<file path="config.mk">
export PLATFORM = sky130hd
export DESIGN_NAME = uart_tx
export DESIGN_NICKNAME = d
export VERILOG_FILES = /design/src/rtl/uart_pkg.sv /design/src/rtl/uart_baud_counter.sv /design/src/rtl/uart_tx.sv
export SDC_FILE = /design/constraint.sdc
export NUM_CORES = 1
export LEC_CHECK = 0
export CORE_ASPECT_RATIO = 0.6
export CORE_MARGIN = 2
export CORE_UTILIZATION = 45
export CTS_BUF_LIST = sky130_fd_sc_hd__clkbuf_4 sky130_fd_sc_hd__clkbuf_8
export CTS_CLUSTER_SIZE = 8
export DETAILED_ROUTE_END_ITERATION = 8
export PLACE_DENSITY_LB_ADDON = 0.05
export RECOVER_POWER = 25
export SLEW_MARGIN = 20
export SYNTH_ARGS = -nofsm -noshare
export SYNTH_HDL_FRONTEND = slang
export SYNTH_SLANG_ARGS = --single-unit
</file>
<file path="constraint.sdc">
create_clock -name clk_in -period 2.1 [get_ports clk_in]
set_input_delay 0.42 -clock clk_in [delete_from_list [all_inputs] [get_ports clk_in]]
set_output_delay 0.42 -clock clk_in [all_outputs]
set_load 0.02 [all_outputs]
</file>
<file path="src/rtl/uart_pkg.sv">
`default_nettype none
// ============================================================================
// Module      : uart_pkg
// Description : Shared UART types and constants (transmit FSM states, default
//               baud divisor) used by the transmitter and baud counter.
// Revision    : 1.0 - initial release
// ============================================================================
package uart_pkg;

    // 100 MHz clock / 115200 baud, rounded
    localparam int DEFAULT_CLKS_PER_BIT = 868;

    typedef enum logic [2:0] {
        IDLE   = 3'd0,
        REQ    = 3'd1,
        LOAD   = 3'd2,
        START  = 3'd3,
        DATA   = 3'd4,
        PARITY = 3'd5,
        STOP   = 3'd6
    } uart_state_t;

endpackage : uart_pkg
`default_nettype wire

</file>
<file path="src/rtl/uart_baud_counter.sv">
`default_nettype none
// ============================================================================
// Module      : uart_baud_counter
// Description : Bit-period counter. Counts 0..CLKS_PER_BIT-1 and wraps; tick is
//               high on the last cycle of each bit period. clear holds it at 0
//               so the first period after clear is a full bit.
// Revision    : 1.0 - initial release
// ============================================================================
module uart_baud_counter
    import uart_pkg::*;
#(
    parameter int CLKS_PER_BIT = DEFAULT_CLKS_PER_BIT
) (
    input  logic                            clk,
    input  logic                            rst,
    input  logic                            clear,
    output logic [$clog2(CLKS_PER_BIT)-1:0] count,
    output logic                            tick
);

    localparam int CNT_W = $clog2(CLKS_PER_BIT);

    assign tick = (count == CNT_W'(CLKS_PER_BIT - 1));

    // Free-running bit counter, wrapping at the end of each bit period
    always_ff @(posedge clk) begin
        if (rst || clear || tick) begin
            count <= '0;
        end else begin
            count <= count + CNT_W'(1);
        end
    end

endmodule : uart_baud_counter
`default_nettype wire

</file>
<file path="src/rtl/uart_tx.sv">
`default_nettype none
// ============================================================================
// Module      : uart_tx
// Description : UART transmitter fed from a FIFO with registered read data.
//               Frame: start bit, WORD_SIZE data bits LSB first, optional even
//               parity, one stop bit. All outputs are registered.
// Revision    : 1.0 - initial release
// ============================================================================
module uart_tx
    import uart_pkg::*;
#(
    parameter int WORD_SIZE    = 8,                    // legal 5..8
    parameter int CLKS_PER_BIT = DEFAULT_CLKS_PER_BIT, // minimum 2
    parameter int PARITY_EN    = 0
) (
    input  logic                 clk_in,
    input  logic                 rst_in,
    input  logic                 txEn_in,
    input  logic                 fifoOutReady_in,
    input  logic [WORD_SIZE-1:0] fifoData_in,
    output logic                 fifoReadEn_out,
    output logic                 tx_out,
    output logic                 busy_out,
    output logic                 done_out
);

    localparam int CNT_W = $clog2(CLKS_PER_BIT);
    localparam int IDX_W = $clog2(WORD_SIZE);

    uart_state_t          state;
    logic [WORD_SIZE-1:0] shift_reg;
    logic                 parity_bit;
    logic [IDX_W-1:0]     bit_idx;
    logic [CNT_W-1:0]     baud_count;
    logic                 baud_tick;
    logic                 baud_clear;

    // The counter is held at zero until the line leaves idle; after that every
    // state change coincides with a tick, so each timed state starts at zero.
    assign baud_clear = (state == IDLE) || (state == REQ) || (state == LOAD);

    uart_baud_counter #(
        .CLKS_PER_BIT (CLKS_PER_BIT)
    ) u_baud (
        .clk   (clk_in),
        .rst   (rst_in),
        .clear (baud_clear),
        .count (baud_count),
        .tick  (baud_tick)
    );

    // Frame sequencer; line and handshake outputs are registered here
    always_ff @(posedge clk_in) begin
        if (rst_in) begin
            state          <= IDLE;
            tx_out         <= 1'b1;
            fifoReadEn_out <= 1'b0;
            busy_out       <= 1'b0;
            done_out       <= 1'b0;
            bit_idx        <= '0;
            parity_bit     <= 1'b0;
        end else begin
            fifoReadEn_out <= 1'b0;
            done_out       <= 1'b0;
            case (state)
                IDLE: begin
                    tx_out <= 1'b1;
                    if (txEn_in && fifoOutReady_in) begin
                        state          <= REQ;
                        fifoReadEn_out <= 1'b1;
                        busy_out       <= 1'b1;
                    end
                end
                REQ: begin
                    // FIFO data appears on the following cycle
                    state <= LOAD;
                end
                LOAD: begin
                    shift_reg  <= fifoData_in;
                    parity_bit <= ^fifoData_in;
                    tx_out     <= 1'b0;
                    state      <= START;
                end
                START: begin
                    if (baud_tick) begin
                        tx_out    <= shift_reg[0];
                        shift_reg <= {1'b0, shift_reg[WORD_SIZE-1:1]};
                        bit_idx   <= '0;
                        state     <= DATA;
                    end
                end
                DATA: begin
                    if (baud_tick) begin
                        if (bit_idx == IDX_W'(WORD_SIZE - 1)) begin
                            bit_idx <= '0;
                            if (PARITY_EN != 0) begin
                                tx_out <= parity_bit;
                                state  <= PARITY;
                            end else begin
                                tx_out <= 1'b1;
                                state  <= STOP;
                            end
                        end else begin
                            bit_idx   <= bit_idx + IDX_W'(1);
                            tx_out    <= shift_reg[0];
                            shift_reg <= {1'b0, shift_reg[WORD_SIZE-1:1]};
                        end
                    end
                end
                PARITY: begin
                    if (baud_tick) begin
                        tx_out <= 1'b1;
                        state  <= STOP;
                    end
                end
                STOP: begin
                    // Registered pulse lands on the final stop-bit cycle
                    if (baud_count == CNT_W'(CLKS_PER_BIT - 2)) begin
                        done_out <= 1'b1;
                    end
                    if (baud_tick) begin
                        busy_out <= 1'b0;
                        state    <= IDLE;
                    end
                end
                default: begin
                    tx_out   <= 1'b1;
                    busy_out <= 1'b0;
                    state    <= IDLE;
                end
            endcase
        end
    end

endmodule : uart_tx
`default_nettype wire

</file>
# Word level (Yosys, flattened, before mapping)

Cells that the tools add are included.

Add/subtract/negate cells: 2
Multipliers: 0
Div/mod/pow operators: 0
Magnitude comparators: 0
Equal/unequal tests: 16
Shift-type cells: 0
Muxes and demuxes: 24
Bitwise logic cells: 5
Reduce and logical (&&, ||, !) cells: 17

Operators with widths:

| operator                | number |
|---|---|
| $mux W3                 | 8 |
| $mux W8                 | 3 |
| $pmux W8 S3             | 1 |
| $pmux W3 S7             | 1 |
| $eq A10 B10 Y1 const B  | 2 |
| $eq A3 B3 Y1 const B    | 4 |
| $add A10 B1 Y10 const B | 1 |
| $ne A2 B1 Y1 const B    | 5 |
| $mux W1                 | 8 |
| $eq A3 B2 Y1 const B    | 2 |
| $pmux W3 S2             | 1 |
| $reduce_and A3 Y1       | 2 |
| $reduce_and A6 Y1       | 1 |
| $reduce_or A2 Y1        | 3 |
| $not A1 Y1              | 5 |
| $pmux W1 S5             | 1 |
| $reduce_and A5 Y1       | 1 |
| $reduce_or A5 Y1        | 1 |
| $logic_or A1 B1 Y1      | 4 |
| $ne A2 B2 Y1 const B    | 2 |
| $reduce_and A4 Y1       | 1 |
| $add A3 B1 Y3 const B   | 1 |
| $eq A3 B1 Y1 const B    | 1 |
| $logic_not A3 Y1        | 1 |
| other kinds (4)         | 4 |

Bits in registers: 28
Latch bits: 0
RAM bits: 0
Bits in read-only memories: 0
Bits of input ports: 12
Memories kept: 0

# Logic depth before layout (Yosys ltp)

Gate-level depths: netlist (run 1).

Depth in word-level cells: 5
Mapped depth: 6
Depth with buffers taken out: 6

# Hierarchy

From an unflattened synthesis (run 1), not the netlist that was laid out.

Cell total of the unflattened synthesis: 148
Area total of the unflattened synthesis: 1,443.9 µm²

By module, submodules not included:

| module            | times used | cells each | area each (µm²) | seq. area each (µm²) |
|---|---|---|---|---|
| uart_tx           | 1          | 95         | 989.7           | 440.4 |
| uart_baud_counter | 1          | 53         | 454.2           | 200.2 |

# Worst setup path before layout (run 1)

Ideal clock, no wire load.

Path kind: register to register
From: register u_baud.count[0]
To: register shift_reg[0] (enable)
Data arrival time: 1.326 ns
Required time: 1.788 ns
Path slack: 0.462 ns
Cell stages (with the launch flop): 5
Clock period less this slack: 1.638 ns
Path through: dfxtp_1 ha_1 nand3_1 a211oi_1 a31o_2

Word-level cells in the longest chain between the ends: 3

Ends and longest elaborated chain:

| element                              | RTL line                | source |
|---|---|---|
| start: declaration                   | uart_baud_counter.sv:17 | `output logic [$clog2(CLKS_PER_BIT)-1:0] count,` |
| start signal: assignment             | uart_baud_counter.sv:30 | `count <= count + CNT_W'(1);` |
| $eq A10 B10 Y1 *                     | uart_baud_counter.sv:23 | `assign tick = (count == CNT_W'(CLKS_PER_BIT - 1));` |
| $ne A2 B1 Y1 (no source line)        | --                      |  |
| $reduce_and A5 Y1 (no source line) * | --                      |  |
| end signal: assignment               | uart_tx.sv:79           | `shift_reg <= fifoData_in;` |
| end signal: assignment               | uart_tx.sv:87           | `shift_reg <= {1'b0, shift_reg[WORD_SIZE-1:1]};` |
| end signal: assignment               | uart_tx.sv:106          | `shift_reg <= {1'b0, shift_reg[WORD_SIZE-1:1]};` |
| end: declaration                     | uart_tx.sv:31           | `logic [WORD_SIZE-1:0] shift_reg;` |

Every way passes the cells marked *; elsewhere a longest branch is shown, timed or not.
A chain may end at the register's enable or synchronous reset.

# Final worst setup path (run 1)

From: register state[1]
To: register shift_reg[2] (data pin)

Word-level cells in the longest chain between the ends: 2

Ends and longest elaborated chain:

| element                                      | RTL line      | source |
|---|---|---|
| start: declaration                           | uart_tx.sv:30 | `uart_state_t state;` |
| start signal: assignment                     | uart_tx.sv:55 | `state <= IDLE;` |
| start signal: assignment                     | uart_tx.sv:69 | `state <= REQ;` |
| start signal: assignment                     | uart_tx.sv:76 | `state <= LOAD;` |
| $eq A3 B3 Y1 or $eq A3 B2 Y1 (tied branches) | uart_tx.sv:65 | `case (state)` |
| $pmux W8 S3 *                                | uart_tx.sv:65 |  |

Marked as above.

==> impl_metrics.tcl, run 1 <==
set metrics [dict create \
    wl_microns 2591 \
    syn_area_sq_um 1423 \
    required_ns 2.13 \
    clock_tree.root_cell "clkbuf_8" \
    timing.rr.end "shift_reg[2]$_DFFE_PP_" \
    crit_fanout 10 \
    clk_path_buf_depth 2 \
    synth_edf_count 8 \
    cts_setup_buffers 0 \
    fmax_mhz 580.2 \
    placedCellCount 191 \
    ys_warn_count 0 \
    die_h_microns 47.55 \
    wire_per_inst_microns 13.36 \
    die_area_sq_um 3642 \
    place.port_buffers 15 \
    coreArea_sq_um 2947 \
    grt_pass1_wl_microns 4464 \
    synth_top_area_frac 0.2814 \
    antenna_found_initial 0 \
    hold_path.class "reg2reg" \
    synthToLayoutAreaGrowth_pct 16.89 \
    layout.cells.non_filler 194 \
    grt_max_degree 15 \
    max_slew.worst_pin.slew_ns 0.4925 \
    syn_area_per_cell_sq_um 10.54 \
    whs_path_depth 1 \
    htree_levels 1 \
    numCtsBuffers 3 \
    ioPinCount 16 \
    netlist-cell-type-count 41 \
    gp_congestion 0.8045 \
    critPathKind "reg2reg" \
    setup_tns_ns 0 \
    status "finished, final reports clean" \
    finalCriticalPeriod_ns 1.723 \
    fin_nets 170 \
    grtUsageTotal 0.1616 \
    report.final.hold_viol_count 0 \
    cp-start-kind "register" \
    yosysSeqAreaShare 0.4503 \
    yosysTopAreaCell "dfxtp_1" \
    ys_ff_latch 28 \
    insertedDiodeCount 0 \
    overflow 0 \
    cp-startpoint "state[1]$_SDFFE_PP0P_" \
    leakagePower_uw 0.0005450 \
    min_to "bit_idx[1]$_SDFFE_PP0P_" \
    ys_top_cells_by_area "dfxtp_1 (28%), edfxtp_1 (17%), mux2_2 (6.3%), nor2_4 (6.3%), xnor2_1 (3.7%)" \
    largest_reg_flops 10 \
    synthFlopType "dfxtp_1" \
    drtPass1Iterations 4 \
    clk_pin_slew_worst_paths_ns 0.09 \
    ff2ff_path_depth 3 \
    ant_nets 0 \
    vdd_drop_max_mv 0.3145 \
    worstHoldStart "bit_idx[1]$_SDFFE_PP0P_" \
    cp-end-kind "register" \
    cts_tree "done" \
    hold_buffers 0 \
    synth_fp_nets 151 \
    routed_via_density 5.330 \
    critPathArrivalTime_ns 1.75 \
    slew_violations 0 \
    power_density_nw_per_um2 599.4 \
    relSlewSlack 0.6717 \
    drc 0 \
    clkLatencyLatePin_ns 0.27 \
    rows 15 \
    r2r_slack_ns 0.38 \
    fin_skew_ns 0.003726 \
    rsz0062_at_grt "no" \
    initial_utilization 0.4828 \
    drive_gt1_frac 0.2105 \
    die_w_microns 76.59 \
    num_vias 1034 \
    setup-violations-final 0 \
    cap_violations 0 \
    grt_pass1_vias 939 \
    async_reset_ff_frac 0 \
    synthCells 135 \
    ctsResizeCount 0 \
    clkSinkCount 28 \
    finalCritPeriodShare 0.8207 \
    r2r-start "state[1]$_SDFFE_PP0P_" \
    drtIter0Drc 82 \
    place_hpwl_microns 1946 \
]
-- kinds of logic (layout without fill, tap and decap cells) --
| logic type | count (synthesis) | count (layout) | share of synthesized area |
|---|---|---|---|
| xor gates and xnor gates | 8 | 8 | 0.04925 |
| DFF | 28 | 28 | 0.4503 |
| AOI/OAI and AO/OA | 18 | 18 | 0.09674 |
| muxes | 9 | 9 | 0.07036 |
| and+or+nand+nor | 57 | 57 | 0.2559 |
| adders and majority gates | 4 | 4 | 0.03518 |
| buffers and inverters | 11 | 28 | 0.04220 |
-- stage by stage --
| stage | hold WS (ns) | util | setup WS (ns) | area, sq um | total power, uW |
|---|---|---|---|---|---|
| after floorplan | 0.4459 | - | 0.4617 | 1423 | 670.4 |
| after global placement | 0.4625 | 0.5516 | 0.2790 | 1625 | 722.6 |
| after detailed placement | 0.4702 | 0.5516 | 0.2144 | 1625 | 726.2 |
| after CTS | 0.4923 | 0.5656 | 0.3770 | 1667 | 1007 |
| after global routing | 0.5215 | 0.5643 | 0.2345 | 1663 | 1040 |
| final | 0.4883 | 0.5643 | 0.3765 | 1663 | 996.6 |
-- power breakdown --
part / leakage (uW) / switching [uW] / total [uW] / internal, uW
Combinational: 0.000289 / 57.1 / 124 / 67.2
Sequential: 0.000235 / 15.0 / 589 / 574
Clock: 0.0000216 / 154 / 283 / 129
Total: 0.000545 / 227 / 997 / 770
-- layer usage --
metal	global-route usage	part of all wire	vias to the layer above
met1	0.2366	0.55	481
met5	0	0	-
met4	0.03273	0.0042	0
met2	0.2425	0.39	25
met3	0.04528	0.059	2
li1	-	-	526
-- cell usage in the layout (no fill, tap or decap), drive strengths merged, types with 2 or more instances in the layout --
cell type and count:
clkbuf 4, ha 4, nand2b 2, xnor2 6, nand3 6, a211oi 2, inv 4, nor4 5
clkdlybuf4s50 13, a21oi 3, a31oi 4, nor2 16, a32o 2, dfxtp 20, and2 2, and4bb 2
nand2 13, xor2 2, edfxtp 8, buf 5, nor3 5, dlygate4sd3 2, mux2 8
-- how the worst max path moves through the flow --
stage	to	slack (ns)	cells past startpoint
2_1_floorplan	shift_reg[0]$_DFFE_PP_	0.46	4
4_1_cts	shift_reg[2]$_DFFE_PP_	0.38	3
3_3_place_gp	shift_reg[0]$_DFFE_PP_	0.28	3
3_5_place_dp	shift_reg[0]$_DFFE_PP_	0.21	3
5_1_grt	shift_reg[2]$_DFFE_PP_	0.23	3
6_report	shift_reg[2]$_DFFE_PP_	0.38	3
-- synthesized netlist by cell type, types with 2 or more instances --
cell	number
nor2_4	8
nor2_1	6
a31oi_1	4
clkbuf_1	4
nand3_1	6
nor2_2	2
a32o_1	2
ha_1	4
mux2_2	8
dfxtp_1	20
inv_1	4
xor2_1	2
xnor2_1	6
a211oi_1	2
a21oi_1	2
nor4_1	5
edfxtp_1	8
and2_1	2
nor3_1	5
nand2_1	13
nand2b_1	2
-- cell type report --
class | count | area [sq um]
fill | 260 | 1284
inverter | 4 | 15.01
tap | 42 | 52.55
timing repair buffer | 21 | 191.4
clock buffer | 3 | 41.29
sequential | 28 | 640.6
multi-input combinational | 96 | 721.9
-- worst max-delay path, stage by stage, from the launching register on --
cell     delay (ns)
dfxtp_1        0.53
nor2_1         0.13
a21oi_2        0.43
mux2_2         0.40
No activity file was read; power rests on OpenSTA's default activity.
==> inputs of run 2 (changes only) <==
clock period = 1.6 ns   (was 2.1 ns; I/O delays follow)
==> impl_metrics.tcl, run 2 (same netlist as run 1, synthesis figures left out) <==
set metrics [dict create \
    overflow 0 \
    clkLatencyLatePin_ns 0.27 \
    power_switching_uw 302.4 \
    required_ns 1.81 \
    leakagePower_uw 0.0006141 \
    rsz0062_at_grt "no" \
    numCtsBuffers 3 \
    grt_max_degree 16 \
    cts_tree "done" \
    stdcell_area_sq_um 1792 \
    drtPass1Iterations 4 \
    coreArea_sq_um 2947 \
    wl_microns 2802 \
    layout_common_cells "buf_4 (18), dfxtp_1 (17), nand2_1 (13)" \
    clock_tree.root_cell "clkbuf_8" \
    hold_path.class "reg2reg" \
    die_w_microns 76.59 \
    grt_pass1_wl_microns 4864 \
    synthToLayoutAreaGrowth_pct 25.95 \
    cp-start-kind "register" \
    finalCriticalPeriod_ns 1.542 \
    num_vias 1099 \
    die_area_sq_um 3642 \
    finalCritPeriodShare 0.9639 \
    drtIter0Drc 76 \
    relSlewSlack 0.7912 \
    max_slew.worst_pin.slew_ns 0.3104 \
    cap_violations 0 \
    rows 15 \
    vdd_drop_max_mv 0.3954 \
    final_util 0.6081 \
    routed_via_density 5.284 \
    largest_reg_flops 10 \
    p_seq_frac 0.566 \
    fin_skew_ns 0.007429 \
    gp_congestion 0.7900 \
    slew_violations 0 \
    setup-violations-final 0 \
    combPwrFrac 0.121 \
    critPathKind "reg2reg" \
    drive_gt1_frac 0.3253 \
    clkSinkCount 28 \
    cp-end-kind "register" \
    antenna_found_initial 0 \
    clk_path_buf_depth 2 \
    fin_nets 183 \
    htree_levels 1 \
    grtUsageTotal 0.1754 \
    insertedDiodeCount 0 \
    pwr-share-clk 0.313 \
    initial_utilization 0.4828 \
    fmax_mhz 648.4 \
    grt_pass1_vias 1046 \
    drc 0 \
    power_density_nw_per_um2 760.0 \
    p_int_uw 1059 \
    place_hpwl_microns 2178 \
    place.port_buffers 15 \
    ant_nets 0 \
    final_common_cell "buf_4" \
    wire_per_inst_microns 13.47 \
    crit_fanout 10 \
    hold_buffers 0 \
    nFillCells 268 \
    critPathArrivalTime_ns 1.75 \
    status "finished, final reports clean" \
    die_h_microns 47.55 \
    switching_share 0.2221 \
    ioPinCount 16 \
    report.final.hold_viol_count 0 \
    clk_pin_slew_worst_paths_ns 0.09 \
    place_area_sq_um 1728 \
]
## run 2: cell type report
type	count	area (sq um)	share of cell area
Tap cell	42	52.55	0.02933
Timing Repair Buffer	34	281.5	0.1571
Sequential cell	28	644.4	0.3596
Multi-Input combinational cell	96	743.2	0.4148
Inverter	4	15.01	0.008380
Clock buffer	4	55.05	0.03073
## run 2: through the flow
stage	total power [uW]	setup TNS [ns]	instances	hold slack [ns]	worst slack, ns
final	1362	0	208	0.4851	0.05776
after global routing	1432	0	208	0.5175	0.01156
after CTS	1387	0	208	0.4904	0.0008911
after detailed placement	955.4	-0.5109	204	0.4670	-0.05574
after global placement	950.6	-0.1463	204	0.4576	-0.01853
after floorplan	881.4	0	135	0.4459	0.003732
## run 2: what timing repair did
item | CTS | global route
resized for setup | 3 | 6
endpoints found under the setup margin | 9 | 16
buffers inserted | 0 | 0
pin swaps | 1 | 1
## run 2: worst paths after layout
check                             start                    endpoint  slack [ns]  cells past startpoint
max          u_baud.count[7]$_SDFF_PP0_  u_baud.count[7]$_SDFF_PP0_        0.06                      4
min             bit_idx[1]$_SDFFE_PP0P_     bit_idx[1]$_SDFFE_PP0P_        0.49                      1
max reg2reg  u_baud.count[7]$_SDFF_PP0_  u_baud.count[7]$_SDFF_PP0_        0.06                      4
min reg2reg     bit_idx[1]$_SDFFE_PP0P_     bit_idx[1]$_SDFFE_PP0P_        0.49                      1
## run 2: power by group through the flow
stage               clock network, uW  logic, uW  registers [uW]
finish                            426        165             771
global route                      475        182             775
floorplan                           0       89.3             792
global placement                    0        166             785
CTS                               450        167             769
detailed placement                  0        169             786
## run 2: metal layers
metal | routed length [microns] | part of all wire | vias to the layer above | track usage
met4 | 8 | 0.0029 | 0 | 0.03273
li1 | - | - | 554 | -
met5 | 0 | 0 | - | 0
met3 | 130 | 0.046 | 2 | 0.04906
met1 | 1540 | 0.55 | 521 | 0.2456
met2 | 1123 | 0.40 | 22 | 0.2814
## run 2: worst max-delay path, stage by stage, from the launching register on
cell	delay (ns)
dfxtp_2	0.38
and4bb_2	0.27
and3_4	0.20
or3_4	0.51
nor2_4	0.13
